File: src/rtl/debounce_multi.sv
// N-channel push-button debouncer: per-channel synchroniser, symmetric stability
// filter, one-cycle press/release strobes and an optional long-press strobe.
module debounce_multi #(
    parameter int N    = 4,
    parameter int SYNC = 2,
    parameter int DEL  = 50,
    parameter int LONG = 1000
) (
    input  logic         clk_i,
    input  logic         rst_i,
    input  logic [N-1:0] btn_i,
    output logic [N-1:0] btn_o,
    output logic [N-1:0] press_o,
    output logic [N-1:0] release_o,
    output logic [N-1:0] long_o
);

    localparam int CW = $clog2(DEL + 1);
    localparam logic [CW-1:0] CNT_LAST = CW'(DEL - 1);

    genvar g;
    generate
        for (g = 0; g < N; g++) begin : g_ch
            logic [SYNC-1:0] r_sync;
            logic [CW-1:0]   r_cnt;
            logic            r_btn;
            logic            r_press;
            logic            r_release;
            logic            w_s;

            assign w_s = r_sync[SYNC-1];

            // The counter only runs while the synchronised level disagrees with
            // the debounced one; any agreement restarts the stability window.
            always_ff @(posedge clk_i or posedge rst_i) begin
                if (rst_i) begin
                    r_sync    <= '0;
                    r_cnt     <= '0;
                    r_btn     <= 1'b0;
                    r_press   <= 1'b0;
                    r_release <= 1'b0;
                end else begin
                    r_sync    <= {r_sync[SYNC-2:0], btn_i[g]};
                    r_press   <= 1'b0;
                    r_release <= 1'b0;
                    if (w_s == r_btn) begin
                        r_cnt <= '0;
                    end else if (r_cnt == CNT_LAST) begin
                        r_cnt     <= '0;
                        r_btn     <= w_s;
                        r_press   <= w_s;
                        r_release <= ~w_s;
                    end else begin
                        r_cnt <= r_cnt + 1'b1;
                    end
                end
            end

            assign btn_o[g]     = r_btn;
            assign press_o[g]   = r_press;
            assign release_o[g] = r_release;

            if (LONG > 0) begin : g_long
                localparam int HW = $clog2(LONG + 1);
                localparam logic [HW-1:0] HOLD_MAX = HW'(LONG);
                logic [HW-1:0] r_hold;
                logic          r_long;

                // Saturating at HOLD_MAX keeps long_o to a single pulse per press.
                always_ff @(posedge clk_i or posedge rst_i) begin
                    if (rst_i) begin
                        r_hold <= '0;
                        r_long <= 1'b0;
                    end else if (!r_btn) begin
                        r_hold <= '0;
                        r_long <= 1'b0;
                    end else if (r_hold != HOLD_MAX) begin
                        r_hold <= r_hold + 1'b1;
                        r_long <= (r_hold == HOLD_MAX - 1'b1);
                    end else begin
                        r_long <= 1'b0;
                    end
                end

                assign long_o[g] = r_long;
            end else begin : g_no_long
                assign long_o[g] = 1'b0;
            end
        end
    endgenerate

endmodule

File: config.mk
export PLATFORM = sky130hd
export DESIGN_NAME = debounce_multi
export DESIGN_NICKNAME = d
export VERILOG_FILES = /design/src/rtl/debounce_multi.sv
export SDC_FILE = /design/constraint.sdc
export NUM_CORES = 1
export LEC_CHECK = 0
export BUFFER_PORTS_ARGS = -buffer_cell sky130_fd_sc_hd__buf_2
export CAP_MARGIN = 20
export CELL_PAD_IN_SITES_DETAIL_PLACEMENT = 0
export CELL_PAD_IN_SITES_GLOBAL_PLACEMENT = 1
export CORE_MARGIN = 5
export CORE_UTILIZATION = 48
export CTS_CLUSTER_SIZE = 40
export DETAILED_ROUTE_END_ITERATION = 10
export PLACE_DENSITY_LB_ADDON = 0.1
export SYNTH_ARGS = -nofsm -noshare
export SYNTH_HDL_FRONTEND = slang
export SYNTH_SLANG_ARGS = --single-unit
File: constraint.sdc
create_clock -name clk_i -period 2.8 [get_ports clk_i]
set_input_delay 0.14 -clock clk_i [delete_from_list [all_inputs] [get_ports clk_i]]
set_output_delay 0.14 -clock clk_i [all_outputs]
set_load 0.05 [all_outputs]
==> out/results.env <==
FMAXACHIEVABLE_GHz=0.653
DRT-WIRELENGTH-PER-CELL_UM=12.8
LAYOUT.CELLS.MOST_COMMON='sky130_fd_sc_hd__dfrtp_1'
WORST_SETUP_HOLD_PATH_CLK_SLEW_NS=0.09
YOSYS_WARNINGS=0
CORE.ROWCOUNT=34
PIN_COUNT_OF_THE_BIGGEST_NET_ENTERING_GLOBAL_ROUTING=33
TIGHTESTPINTRANSITION_NS=0.541
HOLDWS_NS=0.353
FINALSETUPTNS_NS=0
PATH_BUF_INV=1
CP_CELL_SEQUENCE='inv_1, ha_1, nand3b_1, nor4b_2, mux2i_1'
POST_SYNTH_NUM_CELL_TYPES=35
STATUS='completed'
REMAINING_GLOBAL_ROUTE_OVERFLOW=0
CRITICAL_PATH.MAX_STAGE_DELAY_NS=0.45
FINAL_LAYOUT_SIZE_SUFFIX_GT1_SHARE_PCT=12.7
DRT_FIRST_ITER_VIOLATIONS=74
WORST_SKEW_PAIR.LATE_LATENCY_NS=0.35
ROUTED_VIA_DENSITY=5.33
MIN_PERIOD_OVER_PERIOD_PCT=54.7
HOLD_VIOLATIONS=0
WORST-ENDPOINT-ARRIVAL_NS=1.81
R2R-START='g_ch[3].g_long.r_hold[0]'
DIE_WIDTH_UM=103
CTS_HTREE_LEVELS=3
LAYOUT.CELLS.MOST_COMMON_LIST='sky130_fd_sc_hd__dfrtp_1, sky130_fd_sc_hd__nand2_1, sky130_fd_sc_hd__nor2_1, sky130_fd_sc_hd__nand3_1, sky130_fd_sc_hd__a21oi_1'
POSTSYNTH.ASYNCRESETSHARE_PCT=100
GRT_PASS1_VIAS=2592
FINALSETUPVIOLATIONS=0
FF2FF_SETUP_SLACK_NS=1.27
IOS=22
POWER_DENSITY_nW_PER_UM2=495
INITIAL_ANTENNA_VIOLATION_COUNT=0
CRITPATHLAUNCHTYPE='register'
SYN_TO_FINAL_GROWTH_PCT=8.23
RSZ0062_AT_GRT='false'
SYN-NUM-NETS=419
TRITONCTS.NUM_BUFFERS=9
FINAL_NETS=435
TIMING.CLOCK.SKEW_NS=0.0125
SYNTH.YOSYS.SEQ_AREA_SHARE_PCT=52.9
DIODES=0
CLOCK_TREE.ROOT_CELL='sky130_fd_sc_hd__clkbuf_8'
TOTAL_TRACK_USAGE_PCT=13.8
ROUTED-VIA-COUNT=2801
YS_FF_LATCH=88
CRITPATHCAPTURETYPE='register'
FP.DIEAREA_UM2=10600
PLACE.PORT_BUFFERS=21
CP_TOP_FAMILY='simple AND/OR/NAND/NOR gates'
FIRST_PASS_GRT_WIRE_LENGTH_UM=11800
DRCVIOLATIONCOUNT=0
WORST_SETUP_PATH_STARTPOINT='g_ch[3].g_long.r_hold[0]'
SYN_INST=397
ANT_NETS=0
TOTALWIRELENGTH_UM=6760
PATH_CLASS='reg -> reg'
FP.COREAREA_UM2=8590
POWER_LEAKAGE_nW=1.83
TIMING.SLEW.HEADROOM_PCT=63.9
SYNTH.CELL_AREA_UM2=4170
GP_ROUTABILITY_CONGESTION=0.713
WORST-ENDPOINT-REQUIRED_NS=3.08
CTS_BUFFER_DEPTH=2
DIE_HEIGHT_UM=103
TOP_REG_CELL_SYNTH='sky130_fd_sc_hd__dfrtp_1'
CAP_VIOLATIONS=0
HPWLAFTERDP_UM=4680
CRIT_PATH_MAX_FANOUT=5
MIN_FROM='g_ch[1].r_sync[0]'
DR.PASS1.ITERS=4
WORST_MIN_DELAY_PATH_CATEGORY='reg -> reg'
CTS_TREE='yes'
AVERAGE_SIZE_OF_A_MAPPED_CELL_UM2=10.5
P_TOTAL_mW=2.23
CRIT_PATH_TOP_DELAY_CELL='sky130_fd_sc_hd__nor4b_2'
CTS_SINKS=88
FLOORPLAN.INITIALDENSITY_PCT=48.5
TIMING_MAX_TRANSITION_VIOLATIONS_FINAL=0
SYNTH-EDFF-COUNT=0
LAYOUT_MIN_CYCLE_TIME_NS=1.53
VDD_DROP_MAX_mV=0.223
[through the flow]
| stage | utilization [%] | area (um2) | worst slack [ns] | cells |
|---|---|---|---|---|
| global placement | 49.7 | 4270 | 1.29 | 505 |
| detailed placement | 49.7 | 4270 | 1.28 | 505 |
| finish | 52.5 | 4510 | 1.27 | 526 |
| CTS | 52.5 | 4510 | 1.26 | 526 |
| floorplan | - | 4170 | 0.381 | 397 |
| global route | 52.5 | 4510 | 1.14 | 526 |
[timing repair]
action,CTS,global route
hold buffers,5,0
hold endpoints to repair,34,0
resized for setup,0,0
setup buffers,0,0
[final timing paths]
path / endpoint / depth (start not counted)
min in group asynchronous: g_ch[0].r_sync[0] / 3
setup / recovery: g_ch[3].g_long.r_hold[0] / 5
hold / removal: g_ch[1].r_sync[1] / 0
hold reg to reg: g_ch[1].r_sync[1] / 0
setup reg to reg: g_ch[3].g_long.r_hold[0] / 5
max in group asynchronous: g_ch[3].g_long.r_hold[6] / 4
[cell usage after synthesis (all sizes together), types with 7 or more instances]
library cell | count | area share [%]
a21oi | 23 | 2.8
buf | 19 | 3.2
dfrtp | 88 | 53
ha | 16 | 4.8
inv | 19 | 1.7
mux2i | 8 | 1.9
nand2 | 37 | 3.3
nand3 | 26 | 3.5
nand3b | 7 | 1.3
nand4 | 11 | 1.7
nor2 | 32 | 2.9
o21ai | 17 | 2.0
o31ai | 10 | 1.8
or3 | 19 | 2.9
xnor2 | 8 | 1.7
xor2 | 16 | 3.4
[sequential cells by signal (all words and copies together), names as in the netlist]
name / cells
g_ch.g_long.r_hold: 40
g_ch.r_btn: 4
g_ch.g_long.r_long: 4
g_ch.r_press: 4
g_ch.r_release: 4
g_ch.r_cnt: 24
g_ch.r_sync: 8
[area by class of cell]
cell class              count  area, um2
fillers                   807       4090
flip-flops and latches     88       2200
multi-input cells         267       1740
repair buffers             28        170
well taps                 108        135
clock buffers              11        131
inverters                  19       72.6
clock inverters             5       57.6
[routing by layer]
metal  track usage, %  wire (um)
met5                0          0
met4             5.68        126
met3             2.44        213
met2             20.6       2960
met1             19.8       3450
[worst reg2reg max path: cells and delay by family, from the launching register on]
kind                     cells  cell delay, ns
AND/OR/NAND/NOR              2            0.55
flip-flops                   1            0.43
multiplexers                 1            0.24
buffers and inverters        1            0.10
adder cells (fa/ha/maj)      1            0.15
[report_power, final]
part | switching, mW | internal [mW] | leakage [nW]
Sequential | 0.0207 | 1.29 | 1.20
Clock | 0.435 | 0.412 | 0.0856
Combinational | 0.0473 | 0.0292 | 0.540
Total | 0.503 | 1.73 | 1.83
[cells by family (layout without fill, tap and decap cells)]
kind of cell	count (synthesis)	after routing	synth area share (%)
AO/OA/AOI/OAI	57	57	8.11
adder cells (fa/ha/maj)	16	16	4.81
XOR/XNOR	24	24	5.05
multiplexers	12	12	3.00
AND/OR/NAND/NOR	158	158	20.8
flip-flops	88	88	52.9
buffers and inverters	42	63	5.38
(Power assumes the default switching activity.)
